==> src/rtl/id_stage_param.sv <==
// rtl/id_stage_param.sv - decode stage with register file, hazard detection and ID/EX register
//
// Purpose: decodes the ARM-subset instruction held in IF/ID, checks its
// condition against sr, reads operands from an internal 15-entry register
// file (r15 reads as pc), detects RAW / load-use hazards and registers the
// result into the ID/EX pipeline register.
//
// Ports:
//   clk, rst                      clock, asynchronous active-high reset
//   instruction, pc, sr           IF/ID instruction, pc (+4), status {N,Z,C,V}
//   wb_en_in, wb_dest, wb_value   write-back port into the register file
//   exe_wb_en, exe_mem_r_en,
//   exe_dest                      destination info of the instruction in EXE
//   mem_wb_en, mem_dest           destination info of the instruction in MEM
//   freeze, flush                 hold / bubble the ID/EX register
//   hazard                        combinational stall request to IF and IF/ID
//   wb_en .. src2_out             registered ID/EX outputs
module id_stage_param #(
    parameter int DATA_W     = 32,
    parameter bit FORWARD_EN = 1'b1,
    parameter bit LINK_EN    = 1'b1
) (
    input  logic              clk,
    input  logic              rst,
    input  logic [31:0]       instruction,
    input  logic [DATA_W-1:0] pc,
    input  logic [3:0]        sr,
    input  logic              wb_en_in,
    input  logic [3:0]        wb_dest,
    input  logic [DATA_W-1:0] wb_value,
    input  logic              exe_wb_en,
    input  logic              exe_mem_r_en,
    input  logic [3:0]        exe_dest,
    input  logic              mem_wb_en,
    input  logic [3:0]        mem_dest,
    input  logic              freeze,
    input  logic              flush,
    output logic              hazard,
    output logic              wb_en,
    output logic              mem_r_en,
    output logic              mem_w_en,
    output logic              b,
    output logic              s,
    output logic [3:0]        exe_cmd,
    output logic [DATA_W-1:0] val_rn,
    output logic [DATA_W-1:0] val_rm,
    output logic [DATA_W-1:0] pc_out,
    output logic              imm,
    output logic [11:0]       shift_operand,
    output logic [23:0]       signed_imm_24,
    output logic [3:0]        dest,
    output logic [3:0]        src1_out,
    output logic [3:0]        src2_out
);

    typedef struct packed {
        logic              wb_en;
        logic              mem_r_en;
        logic              mem_w_en;
        logic              b;
        logic              s;
        logic [3:0]        exe_cmd;
        logic [DATA_W-1:0] val_rn;
        logic [DATA_W-1:0] val_rm;
        logic [DATA_W-1:0] pc;
        logic              imm;
        logic [11:0]       shift_operand;
        logic [23:0]       signed_imm_24;
        logic [3:0]        dest;
        logic [3:0]        src1;
        logic [3:0]        src2;
    } idex_t;

    idex_t idex_q, idex_d;

    logic [DATA_W-1:0] rf_q [0:14];
    logic [DATA_W-1:0] rf_d [0:14];

    logic [1:0] mode;
    logic [3:0] op, cond;
    logic       s_bit, imm_bit;

    logic       dec_wb_en, dec_mem_r_en, dec_mem_w_en, dec_b, dec_s;
    logic [3:0] dec_cmd;
    logic       cond_pass;
    logic       n_f, z_f, c_f, v_f;

    logic [3:0] src1, src2;
    logic       src1_used, src2_used, is_str;
    logic       hz_exe, hz_mem;
    logic       link_we;

    logic [DATA_W-1:0] rd_rn, rd_rm;

    assign mode    = instruction[27:26];
    assign op      = instruction[24:21];
    assign s_bit   = instruction[20];
    assign imm_bit = instruction[25];
    assign cond    = instruction[31:28];
    assign {n_f, z_f, c_f, v_f} = sr;

    // Opcode decode; unknown mode-00 opcodes leave every control at 0.
    always_comb begin
        dec_wb_en    = 1'b0;
        dec_mem_r_en = 1'b0;
        dec_mem_w_en = 1'b0;
        dec_b        = 1'b0;
        dec_s        = 1'b0;
        dec_cmd      = 4'b0000;
        case (mode)
            2'b00: begin
                dec_wb_en = 1'b1;
                dec_s     = s_bit;
                case (op)
                    4'b1101: dec_cmd = 4'b0001;
                    4'b1111: dec_cmd = 4'b1001;
                    4'b0100: dec_cmd = 4'b0010;
                    4'b0101: dec_cmd = 4'b0011;
                    4'b0010: dec_cmd = 4'b0100;
                    4'b0110: dec_cmd = 4'b0101;
                    4'b0000: dec_cmd = 4'b0110;
                    4'b1100: dec_cmd = 4'b0111;
                    4'b0001: dec_cmd = 4'b1000;
                    4'b1010: begin dec_cmd = 4'b0100; dec_wb_en = 1'b0; end
                    4'b1000: begin dec_cmd = 4'b0110; dec_wb_en = 1'b0; end
                    default: begin dec_wb_en = 1'b0; dec_s = 1'b0; end
                endcase
            end
            2'b01: begin
                dec_cmd      = 4'b0010;
                dec_wb_en    = s_bit;
                dec_mem_r_en = s_bit;
                dec_mem_w_en = ~s_bit;
            end
            2'b10:   dec_b = 1'b1;
            default: ;
        endcase
    end

    always_comb begin
        cond_pass = 1'b0;
        case (cond)
            4'b0000: cond_pass = z_f;
            4'b0001: cond_pass = ~z_f;
            4'b0010: cond_pass = c_f;
            4'b0011: cond_pass = ~c_f;
            4'b0100: cond_pass = n_f;
            4'b0101: cond_pass = ~n_f;
            4'b0110: cond_pass = v_f;
            4'b0111: cond_pass = ~v_f;
            4'b1000: cond_pass = c_f & ~z_f;
            4'b1001: cond_pass = ~c_f | z_f;
            4'b1010: cond_pass = (n_f == v_f);
            4'b1011: cond_pass = (n_f != v_f);
            4'b1100: cond_pass = ~z_f & (n_f == v_f);
            4'b1101: cond_pass = z_f | (n_f != v_f);
            4'b1110: cond_pass = 1'b1;
            default: cond_pass = 1'b0;
        endcase
    end

    // STR reads its store data through the second read port from the Rd field.
    assign is_str    = (mode == 2'b01) & ~s_bit;
    assign src1      = instruction[19:16];
    assign src2      = is_str ? instruction[15:12] : instruction[3:0];
    assign src1_used = ((mode == 2'b00) & (op != 4'b1101) & (op != 4'b1111)) | (mode == 2'b01);
    assign src2_used = is_str | ((mode == 2'b00) & ~imm_bit & ~instruction[4]);

    always_comb begin
        hz_exe = exe_wb_en & ((src1_used & (src1 == exe_dest)) | (src2_used & (src2 == exe_dest)));
        hz_mem = mem_wb_en & ((src1_used & (src1 == mem_dest)) | (src2_used & (src2 == mem_dest)));
        if (FORWARD_EN) begin
            hazard = exe_mem_r_en & hz_exe;
        end else begin
            hazard = hz_exe | hz_mem;
        end
    end

    // Reads: r15 is the pc; a same-cycle write-back is bypassed to the reader.
    always_comb begin
        if (src1 == 4'd15) begin
            rd_rn = pc;
        end else if (wb_en_in && wb_dest == src1) begin
            rd_rn = wb_value;
        end else begin
            rd_rn = rf_q[src1];
        end
        if (src2 == 4'd15) begin
            rd_rm = pc;
        end else if (wb_en_in && wb_dest == src2) begin
            rd_rm = wb_value;
        end else begin
            rd_rm = rf_q[src2];
        end
    end

    assign link_we = LINK_EN & cond_pass & (mode == 2'b10) & instruction[24]
                     & ~flush & ~freeze & ~hazard;

    // The link write is applied last so it wins over a write-back to r14.
    always_comb begin
        for (int i = 0; i < 15; i++) begin
            rf_d[i] = rf_q[i];
        end
        if (wb_en_in && wb_dest != 4'd15) begin
            rf_d[wb_dest] = wb_value;
        end
        if (link_we) begin
            rf_d[14] = pc;
        end
    end

    always_ff @(posedge clk or posedge rst) begin
        if (rst) begin
            for (int i = 0; i < 15; i++) begin
                rf_q[i] <= DATA_W'(i);
            end
        end else begin
            for (int i = 0; i < 15; i++) begin
                rf_q[i] <= rf_d[i];
            end
        end
    end

    // A hazard still loads the data fields; only the controls become a bubble.
    always_comb begin
        idex_d = idex_q;
        if (flush) begin
            idex_d = '0;
        end else if (!freeze) begin
            idex_d.val_rn        = rd_rn;
            idex_d.val_rm        = rd_rm;
            idex_d.pc            = pc;
            idex_d.imm           = imm_bit;
            idex_d.shift_operand = instruction[11:0];
            idex_d.signed_imm_24 = instruction[23:0];
            idex_d.dest          = instruction[15:12];
            idex_d.src1          = src1;
            idex_d.src2          = src2;
            if (cond_pass && !hazard) begin
                idex_d.wb_en    = dec_wb_en;
                idex_d.mem_r_en = dec_mem_r_en;
                idex_d.mem_w_en = dec_mem_w_en;
                idex_d.b        = dec_b;
                idex_d.s        = dec_s;
                idex_d.exe_cmd  = dec_cmd;
            end else begin
                idex_d.wb_en    = 1'b0;
                idex_d.mem_r_en = 1'b0;
                idex_d.mem_w_en = 1'b0;
                idex_d.b        = 1'b0;
                idex_d.s        = 1'b0;
                idex_d.exe_cmd  = 4'b0000;
            end
        end
    end

    always_ff @(posedge clk or posedge rst) begin
        if (rst) begin
            idex_q <= '0;
        end else begin
            idex_q <= idex_d;
        end
    end

    assign wb_en         = idex_q.wb_en;
    assign mem_r_en      = idex_q.mem_r_en;
    assign mem_w_en      = idex_q.mem_w_en;
    assign b             = idex_q.b;
    assign s             = idex_q.s;
    assign exe_cmd       = idex_q.exe_cmd;
    assign val_rn        = idex_q.val_rn;
    assign val_rm        = idex_q.val_rm;
    assign pc_out        = idex_q.pc;
    assign imm           = idex_q.imm;
    assign shift_operand = idex_q.shift_operand;
    assign signed_imm_24 = idex_q.signed_imm_24;
    assign dest          = idex_q.dest;
    assign src1_out      = idex_q.src1;
    assign src2_out      = idex_q.src2;

endmodule

==> config.mk <==
export PLATFORM = sky130hd
export DESIGN_NAME = id_stage_param
export DESIGN_NICKNAME = d
export VERILOG_FILES = /design/src/rtl/id_stage_param.sv
export SDC_FILE = /design/constraint.sdc
export NUM_CORES = 2
export LEC_CHECK = 0
export CAP_MARGIN = 20
export CORE_MARGIN = 1.5
export CORE_UTILIZATION = 60
export DETAILED_ROUTE_END_ITERATION = 10
export PLACE_DENSITY = 0.82
export SYNTH_ARGS = -nofsm -noshare
export SYNTH_HDL_FRONTEND = slang
export SYNTH_SLANG_ARGS = --single-unit
==> constraint.sdc <==
create_clock -name clk -period 41.2 [get_ports clk]
set_clock_uncertainty 0.15 [all_clocks]
set_input_delay 8.24 -clock clk [delete_from_list [all_inputs] [get_ports clk]]
set_output_delay 8.24 -clock clk [all_outputs]
set_load 0.005 [all_outputs]
==> metrics.md <==
| Metric | Value |
|---|---|
| Setup bufs post-CTS | 0 |
| Layout Nets | 3,113 |
| Final core occ | 0.693 |
| Crit-path max cell delay | 0.72 ns |
| Slowest stage cell, crit path | clkdlybuf4s50_1 |
| Reg2reg end | val_rm[31] |
| DRT iter0 DRCs | 4,297 |
| CTS tree | yes |
| Clock slew at reported path FFs | 0.06 ns |
| Kind of critical path | primary input to primary output |
| Seq/Total Area, Yosys | 0.440 |
| Die height | 245 µm |
| Avg Vias per Cell | 7.44 |
| Endpoints failing setup | 0 |
| CP Cell Sequence | clkdlybuf4s50_1 > or3b_4 > buf_4 > a21o_4 > nor2_1 > o31ai_2 > clkdlybuf4s50_1 |
| I/O pin count | 275 |
| Pwr dens | 45.9 nW/µm² |
| DR vias | 28,400 |
| CTS resizes | 0 |
| Sink Count | 614 |
| Final GP Congestion | 0.873 |
| Drt total wl | 117 mm |
| Std-Cell Rows | 88 |
| Cells after Synth | 2,905 |
| Clk_lat worst skew | 0.65 ns |
| Critical Path Start Type | primary input |
| DP Cell Count | 3,688 |
| Worst Hold Class | flop to flop |
| Pins Over Slew Limit | 0 |
| Htree depth | 2 |
| Die area | 59,800 µm² |
| Netlist cell types | 60 |
| Actual slew at the worst max-slew pin | 1.18 ns |
| CORE AREA | 57,700 µm² |
| Max Cap Viol | 0 |
| Status | complete, no violations |
| EDFF count, synth | 0 |
| Flop2flop setup slack | 38.96 ns |
| Worst Path Arrival | 11.39 ns |
| WP data required | 32.81 ns |
| LEAKAGE | 16.6 nW |
| Fill count | 3,895 |
| Largest net degree at the start of global routing | 115 |
| Tmin final | 19.78 ns |
| Main synth FF type | dfrtp_1 |
| Top cells by count, synth | dfrtp_1 (586), mux2_2 (518), mux2i_1 (277) |
| Post-Route Setup TNS | 0 ns |
| Non-Filler Instances | 3,810 |
| Fin. Hold Viols | 0 |
| Reg2reg path depth | 6 |
| Die width | 245 µm |
| Initial antenna violation count | 5 |
| Gr ovfl total | 0 |
| Synth warn | 0 |
| Port buffer count | 269 |
| RSZ-0062 raised after global routing | false |
| CP endpoint | hazard |
| First-pass GRT wire length | 174 mm |
| Share of cells above drive strength 1 | 0.300 |
| Ratio of final minimum period to clock period | 0.480 |
| Multi-input combinational cell area | 18,300 µm² |
| GRT Total Usage | 0.386 |
| Syn avg cell area | 12.1 µm² |
| Cell area after synthesis | 35,000 µm² |
| Synth area leaders | dfrtp_1 (42%), mux2_2 (17%), mux4_2 (10%), mux2i_1 (7.9%), nand2_1 (2.4%) |
| CP dominant cell by count | clkdlybuf4s50_1 |
| Number of global-route vias before repair | 28,600 |
| CP Capture Type | primary output |
| Fin area | 40,000 µm² |
| Longest Clk Path Bufs | 3 |
| Post-DP HPWL | 66.0 mm |
| Seq. cell area | 15,400 µm² |
| Crit-path max FO | 48 |
| CP Launch Point | instruction[27] |
| Root Driver | clkbuf_16 |
| First-pass DRT Iterations | 9 |
| Initial Util | 0.607 |
| Count leader, synth | dfrtp_1 |
| Share of the synthesized area in the top cell type | 0.419 |
| R2R Path Start | rf_q[351] |
| Antenna-violating nets left | 0 |
| Fraction of registers with async set/reset | 1.00 |
| Cts hold-fix bufs | 0 |
| Dominant cell type by area after synthesis | dfrtp_1 |
| Yosys reg bits | 614 |
| CTS buffer count | 61 |
| Area Growth Syn to Fin | 14.2% |
| VDD IR-drop max | 0.0000375 V |
| Area post-placement | 37,900 µm² |
| Max Clk Rate | 0.0506 GHz |
| Max-slew headroom at the worst pin | 0.210 |
| Pwr Total | 1.84 mW |
| DR WL/cell | 30.8 µm |
| Syn_nets | 3,025 |
| Remaining DRCs | 0 |
-- how the worst min path moves through the flow --
| stage | start | endpoint | slack (ns) | cells past startpoint |
|---|---|---|---|---|
| after detailed placement | exe_cmd[1] | exe_cmd[1] | 0.34 | 1 |
| after floorplan | rf_q[74] | rf_q[74] | 0.33 | 1 |
| after global routing | exe_cmd[1] | exe_cmd[1] | 0.36 | 1 |
| after CTS | exe_cmd[1] | exe_cmd[1] | 0.35 | 1 |
| final | exe_cmd[1] | exe_cmd[1] | 0.35 | 1 |
| after global placement | exe_cmd[1] | exe_cmd[1] | 0.34 | 1 |
-- critical path, delay by kind of cell --
kind,cells,cell delay [ns]
simple gates,2,0.33
buf+inv,3,1.92
compound gates,2,0.87
-- cells by family after synthesis --
| logic type | synth area share |
|---|---|
| AOI/OAI and AO/OA | 0.0994 |
| xor gates and xnor gates | 0.00525 |
| buffers and inverters | 0.0420 |
| DFF | 0.440 |
| muxes | 0.355 |
| and+or+nand+nor | 0.0587 |
-- layer usage --
metal / wire length [µm] / global-route usage / vias up
li1: - / - / 11200
met1: 41800 / 0.497 / 14200
met2: 52700 / 0.586 / 2389
met3: 15800 / 0.117 / 602
met4: 7120 / 0.213 / 2
met5: 11 / 0 / -
-- state kept, by name (all words and copies together), names as in the netlist --
register and cells:
signed_imm_24 13, val_rn 32, src2_out 4, mem_r_en 1, b 1, pc_out 32
rf_q 480, mem_w_en 1, exe_cmd 4, val_rm 32, s 1, shift_operand 11
imm 1, wb_en 1
-- cells in the final DEF, fill, tap and decap left out, types with 107 or more instances in the layout --
master           instances
a21oi_1                107
mux2i_1                275
o21ai_0                160
nor2_1                 126
mux2_2                 518
mux4_2                 163
clkdlybuf4s50_1        259
dfrtp_1                586
nand2_1                224
-- stage by stage --
| step | hold slack (ns) | worst slack (ns) |
|---|---|---|
| 2_1_floorplan | 0.329 | 15.66 |
| 3_3_place_gp | 0.339 | 21.58 |
| 3_5_place_dp | 0.339 | 21.52 |
| 4_1_cts | 0.351 | 21.52 |
| 5_1_grt | 0.362 | 21.39 |
| 6_report | 0.352 | 21.42 |
-- area by class of cell --
cell class	count	area share
Antenna cell	5	0.000313
Multi-Input combinational cell	1970	0.458
Clock buffer	98	0.0462
Clock inverter	12	0.00372
Timing Repair Buffer	335	0.0819
Sequential cell	614	0.385
Tap cell	765	0.0239
Inverter	11	0.00122
-- report_power, final --
group          internal [mW]  total [mW]  switching, mW  leakage (nW)
registers              0.730       0.844          0.114          7.63
clock network          0.323       0.564          0.241         0.980
logic                  0.242       0.430          0.188          7.98
Power figures use the tool's default switching activity.
